<file path="config.mk">
export PLATFORM = sky130hd
export DESIGN_NAME = tt_um_micro_tdc_coarse
export DESIGN_NICKNAME = d
export VERILOG_FILES = /design/src/rtl/tdc_pkg.sv /design/src/rtl/tdc_sync_edge.sv /design/src/rtl/tt_um_micro_tdc_coarse.sv
export SDC_FILE = /design/constraint.sdc
export NUM_CORES = 1
export LEC_CHECK = 0
export CAP_MARGIN = 40
export CORE_AREA = 2 2 111 81
export CTS_BUF_LIST = sky130_fd_sc_hd__clkbuf_2 sky130_fd_sc_hd__clkbuf_4 sky130_fd_sc_hd__clkbuf_8
export CTS_CLUSTER_DIAMETER = 80
export DETAILED_ROUTE_END_ITERATION = 8
export DIE_AREA = 0 0 113 83
export PLACE_DENSITY = 0.63
export SLEW_MARGIN = 40
export SYNTH_ARGS = -nofsm -noshare
export SYNTH_HDL_FRONTEND = slang
export SYNTH_SLANG_ARGS = --single-unit
</file>
<file path="constraint.sdc">
create_clock -name clk -period 2.9 [get_ports clk]
set_clock_uncertainty 0.2 [all_clocks]
set_input_delay 0.29 -clock clk [delete_from_list [all_inputs] [get_ports clk]]
set_output_delay 0.29 -clock clk [all_outputs]
set_load 0.005 [all_outputs]
</file>
<file path="src/rtl/tdc_pkg.sv">
// Shared definitions for the coarse TDC tile: FSM states, readback selects,
// ui_in bit positions and status byte layout.
package tdc_pkg;

  typedef enum logic [1:0] {
    ST_IDLE    = 2'd0,
    ST_ARMED   = 2'd1,
    ST_RUNNING = 2'd2,
    ST_DONE    = 2'd3
  } tdc_state_e;

  typedef enum logic [1:0] {
    SEL_RES_LO = 2'd0,
    SEL_RES_HI = 2'd1,
    SEL_STATUS = 2'd2,
    SEL_MEAS   = 2'd3
  } tdc_sel_e;

  localparam int UI_START  = 0;
  localparam int UI_STOP   = 1;
  localparam int UI_ARM    = 2;
  localparam int UI_CLEAR  = 3;
  localparam int UI_SEL_LO = 4;
  localparam int UI_SEL_HI = 5;

  localparam int STAT_STATE_HI = 7;
  localparam int STAT_STATE_LO = 6;
  localparam int STAT_OVF      = 5;
  localparam int STAT_VALID    = 4;

  function automatic logic [7:0] pack_status(input tdc_state_e st,
                                             input logic ovf,
                                             input logic vld);
    logic [7:0] b;
    b = 8'h00;
    b[STAT_STATE_HI:STAT_STATE_LO] = st;
    b[STAT_OVF]   = ovf;
    b[STAT_VALID] = vld;
    return b;
  endfunction

endpackage

</file>
<file path="src/rtl/tdc_sync_edge.sv">
// Multi-flop input synchronizer followed by a rising-edge detector that
// emits a single-cycle pulse per low-to-high transition.
module tdc_sync_edge #(
  parameter int STAGES = 2
) (
  input  logic clk,
  input  logic rst_n,
  input  logic i_d,
  output logic o_rise
);

  logic [STAGES-1:0] r_sync;
  logic              r_prev;

  // NOTE: sequential state uses non-blocking assignments so every flop samples
  // pre-edge values, which is what makes the shift chain a chain.
  always_ff @(posedge clk or negedge rst_n) begin
    if (!rst_n) begin
      r_sync <= '0;
      r_prev <= 1'b0;
    end else begin
      r_sync <= {r_sync[STAGES-2:0], i_d};
      r_prev <= r_sync[STAGES-1];
    end
  end

  assign o_rise = r_sync[STAGES-1] & ~r_prev;

endmodule

</file>
<file path="src/rtl/tt_um_micro_tdc_coarse.sv">
// Coarse time-to-digital converter tile: counts clk cycles between START and
// STOP rising edges and exposes result, status and measurement count on uo_out.
module tt_um_micro_tdc_coarse
  import tdc_pkg::*;
#(
  parameter int CNT_W       = 16,
  parameter int SYNC_STAGES = 2
) (
  input  logic       clk,
  input  logic       rst_n,
  input  logic [7:0] ui_in,
  output logic [7:0] uo_out
);

  localparam logic [CNT_W-1:0] CNT_MAX = '1;

  logic w_start, w_stop, w_arm, w_clear;

  tdc_sync_edge #(.STAGES(SYNC_STAGES)) u_sync_start (
    .clk(clk), .rst_n(rst_n), .i_d(ui_in[UI_START]), .o_rise(w_start));
  tdc_sync_edge #(.STAGES(SYNC_STAGES)) u_sync_stop (
    .clk(clk), .rst_n(rst_n), .i_d(ui_in[UI_STOP]),  .o_rise(w_stop));
  tdc_sync_edge #(.STAGES(SYNC_STAGES)) u_sync_arm (
    .clk(clk), .rst_n(rst_n), .i_d(ui_in[UI_ARM]),   .o_rise(w_arm));
  tdc_sync_edge #(.STAGES(SYNC_STAGES)) u_sync_clear (
    .clk(clk), .rst_n(rst_n), .i_d(ui_in[UI_CLEAR]), .o_rise(w_clear));

  logic w_unused_ui;
  assign w_unused_ui = &{1'b0, ui_in[7:6]};

  tdc_state_e       r_state, w_state_nxt;
  logic [CNT_W-1:0] r_cnt, w_cnt_nxt;
  logic [CNT_W-1:0] r_result, w_res_nxt;
  logic             r_ovf, w_ovf_nxt;
  logic [7:0]       r_meas;
  logic             w_done_entry;
  logic [CNT_W-1:0] w_cnt_inc;
  logic             w_valid;

  assign w_cnt_inc = r_cnt + 1'b1;
  assign w_valid   = (r_state == ST_DONE);

  always_ff @(posedge clk or negedge rst_n) begin
    if (!rst_n) r_state <= ST_IDLE;
    else        r_state <= w_state_nxt;
  end

  // NOTE: every output of this block gets a default first so no path through
  // the case leaves a signal unassigned and infers a latch.
  always_comb begin
    w_state_nxt  = r_state;
    w_cnt_nxt    = r_cnt;
    w_res_nxt    = r_result;
    w_ovf_nxt    = r_ovf;
    w_done_entry = 1'b0;
    if (w_clear) begin
      w_state_nxt = ST_IDLE;
      w_res_nxt   = '0;
      w_ovf_nxt   = 1'b0;
    end else begin
      case (r_state)
        ST_IDLE: begin
          if (w_arm) w_state_nxt = ST_ARMED;
        end
        ST_ARMED: begin
          if (w_start && w_stop) begin
            w_res_nxt    = '0;
            w_state_nxt  = ST_DONE;
            w_done_entry = 1'b1;
          end else if (w_start) begin
            w_cnt_nxt   = '0;
            w_state_nxt = ST_RUNNING;
          end
        end
        ST_RUNNING: begin
          // The counter lags the elapsed edge count by one, hence the +1.
          if (w_stop) begin
            w_res_nxt    = w_cnt_inc;
            w_state_nxt  = ST_DONE;
            w_done_entry = 1'b1;
          end else if (w_cnt_inc == CNT_MAX) begin
            w_res_nxt    = CNT_MAX;
            w_ovf_nxt    = 1'b1;
            w_state_nxt  = ST_DONE;
            w_done_entry = 1'b1;
          end else begin
            w_cnt_nxt = w_cnt_inc;
          end
        end
        ST_DONE: begin
          if (w_arm) begin
            w_ovf_nxt   = 1'b0;
            w_state_nxt = ST_ARMED;
          end
        end
        default: w_state_nxt = ST_IDLE;
      endcase
    end
  end

  always_ff @(posedge clk or negedge rst_n) begin
    if (!rst_n) begin
      r_cnt    <= '0;
      r_result <= '0;
      r_ovf    <= 1'b0;
      r_meas   <= 8'h00;
    end else begin
      r_cnt    <= w_cnt_nxt;
      r_result <= w_res_nxt;
      r_ovf    <= w_ovf_nxt;
      if (w_done_entry) r_meas <= r_meas + 8'd1;
    end
  end

  logic [15:0] w_res16;
  logic [7:0]  w_rb;
  logic [7:0]  r_uo;

  assign w_res16 = 16'(r_result);

  always_comb begin
    w_rb = 8'h00;
    case (tdc_sel_e'(ui_in[UI_SEL_HI:UI_SEL_LO]))
      SEL_RES_LO: w_rb = w_res16[7:0];
      SEL_RES_HI: w_rb = w_res16[15:8];
      SEL_STATUS: w_rb = pack_status(r_state, r_ovf, w_valid);
      SEL_MEAS:   w_rb = r_meas;
      default:    w_rb = 8'h00;
    endcase
  end

  always_ff @(posedge clk or negedge rst_n) begin
    if (!rst_n) r_uo <= 8'h00;
    else        r_uo <= w_rb;
  end

  assign uo_out = r_uo;

endmodule

</file>
==> flow_summary.toml <==
[outcome]
outcome = "finished, violations left"
violations = "design-rule violations"

[drt]
ant_nets = 0
firstDrtPassIters = 6
post_drt_wl_per_cell_um = 16.9
drc = 2
routed-via-count = 2487
drt_iter0_drc = 279
post_drt_via_cell_ratio = 5.58
wl_um = 7530

[clocking]
cts-root-buf = "clkbuf_8"
clock_path_buffers = 2
numClockSinks = 63
h-tree-depth = 3
cts_tree = "done"
insertion_delay_ns = 0.35
cts.clk_slew.worst_paths_ns = 0.07
cts_buffers = 9

[floorplanning]
start_util_pct = 39.2
ioPinCount = 18
dieArea_um2 = 9380
core-area_um2 = 8270
rows = 28
die_h_um = 83
fp.dieW_um = 113

[cells_and_area]
nNetsFinal = 352
syn_to_final_growth_pct = 16.5
diodes = 0
postLayoutCoreUtil_pct = 45.6
drive_above_1_share_pct = 17.3

[run]
cap_violations = 0

[yosys]
ys_seq_area_share_pct = 48.7
async_reset_ff_share_pct = 100
synth.top_cells.by_area = "dfrtp_1 49%, nand2_1 3.6%, o221a_1 3.1%"
synth_top_area_cell = "dfrtp_1"
ys_warn_count = 0
synth_cell_types = 55
synth-seq-cells = 63
synth_top_flop_cell = "dfrtp_1"
avgSynthCellArea_um2 = 10.5
synth_common_cells = "63 x dfrtp_1, 31 x nand2_1, 17 x nand3_1, 17 x o21ai_0, 16 x a21oi_1"
synth_cells = 309
synth-edff-count = 0
yosysTopAreaCellShare_pct = 48.7
synth_most_common_cell = "dfrtp_1"
synthesis.nets = 325
syn_area_um2 = 3240

[timing]
slew_violations = 0
max_freq_mhz = 373
rsz0062_at_grt = "no"
slew-limit-headroom_pct = 56.1
finalSetupViolCount = 0
hold_violations = 0
timing.final.crit_share_pct = 92.3
tns_ns = 0
period_needed_ns = 2.68
tightest_slew_ns = 0.659

[global_route]
grt_pass1_vias = 2242
grt_usage_pct = 17.0
globalRoute.totalOverflow = 0
grt_pass1_wl_um = 12300
antenna_found_initial = 0
grt_max_degree = 33

[critical_path]
critPathKind = "reg -> reg"
cp-end-kind = "register"
path_max_fanout = 11
critPathArrivalTime_ns = 2.71
crit_required_ns = 2.93
cp-start-kind = "register"

[place]
place_congestion = 0.879
dpl.hpwl_um = 5360
port_buffers = 15

[power_and_ir_drop]
power.density_nw_per_um2 = 744
leakagePower_nw = 1.68
p_total_mw = 2.81
ir_worst_vdd_mv = 0.297

[hold_path]
min-delay-path-class = "reg -> reg"
## cell type report
class,count,area (um2)
clock buffer,13,160
inverter,7,26.3
fill,809,4500
multi-input combinational,219,1550
sequential,63,1580
tap,105,131
timing repair buffer,36,308
clock inverter,3,18.8
## report_power, final
part | switching [mW] | leakage, nW | internal (mW)
combinational | 0.466 | 0.753 | 0.403
sequential | 0.162 | 0.832 | 1.07
clock | 0.343 | 0.0976 | 0.361
## flip-flops by register name (all words and copies together) (netlist names)
name                 cells
u_sync_stop.r_sync       2
r_meas                   8
r_result                16
u_sync_start.r_sync      2
uo_out                   8
u_sync_start.r_prev      1
r_cnt                   16
u_sync_stop.r_prev       1
r_state                  2
u_sync_arm.r_prev        1
u_sync_arm.r_sync        2
u_sync_clear.r_prev      1
r_ovf                    1
u_sync_clear.r_sync      2
## metrics by stage
stage	std cells	cell area (um2)	hold WS, ns	setup WS (ns)
floorplan	309	3240	-0.206	0.339
global placement	429	3570	0.132	0.108
detailed placement	429	3570	0.136	0.0833
CTS	446	3760	0.149	0.0655
global route	446	3770	0.151	0.0358
finish	446	3770	0.148	0.222
## what timing repair did
action                     in CTS  in global routing
setup endpoints to repair       0                 25
gates resized for setup         0                  4
hold buffers                    1                  0
hold endpoints to repair       30                  0
buffers inserted                0                  0
## cell usage in the layout (no fill, tap or decap), drive strengths merged, types with 7 or more instances in the layout
| cell type | count |
|---|---|
| dfrtp | 63 |
| nand2 | 32 |
| buf | 21 |
| o21ai | 19 |
| nand3 | 17 |
| a21oi | 17 |
| nor2 | 15 |
| o221a | 15 |
| clkdlybuf4s50 | 14 |
| clkbuf | 13 |
| xnor2 | 11 |
| nand4 | 10 |
| inv | 7 |
| xor2 | 7 |
## worst paths after layout
kind,from,end,slack [ns],cells past startpoint
worst max-delay path,r_cnt[0],r_meas[1],0.22,8
worst min-delay path,u_sync_start.r_sync[0],u_sync_start.r_sync[1],0.15,0
worst max register to register,r_cnt[0],r_meas[1],0.22,8
worst min register to register,u_sync_start.r_sync[0],u_sync_start.r_sync[1],0.15,0
max in group asynchronous,rst_n,u_sync_stop.r_sync[0],1.66,3
min in group asynchronous,rst_n,r_meas[6],0.23,2
## critical path, stage by stage (launching register included)
cell	delay, ns
dfrtp_2	0.48
ha_1	0.31
nand2b_1	0.18
o32a_1	0.31
o22ai_2	0.10
and4_4	0.29
nand4_1	0.16
and2_1	0.23
mux2_1	0.31
## cells by family (layout without fill, tap and decap cells)
group,after synthesis,count (layout),share of synthesized area [%]
AND/OR/NAND/NOR,108,108,18.1
AO/OA/AOI/OAI,76,76,17.2
flip-flops,63,63,48.7
buffers and inverters,27,59,3.83
XOR/XNOR,18,18,4.87
multiplexers,11,11,4.98
adder cells (fa/ha/maj),6,6,2.32
## layer usage
layer	up-vias	track usage (%)	wire length (um)
met5	-	0	0
li1	1195	-	-
met4	0	5.10	92
met2	68	21.2	2970
met1	1212	26.8	3910
met3	12	6.06	558
No activity file was read; power rests on OpenSTA's default activity.
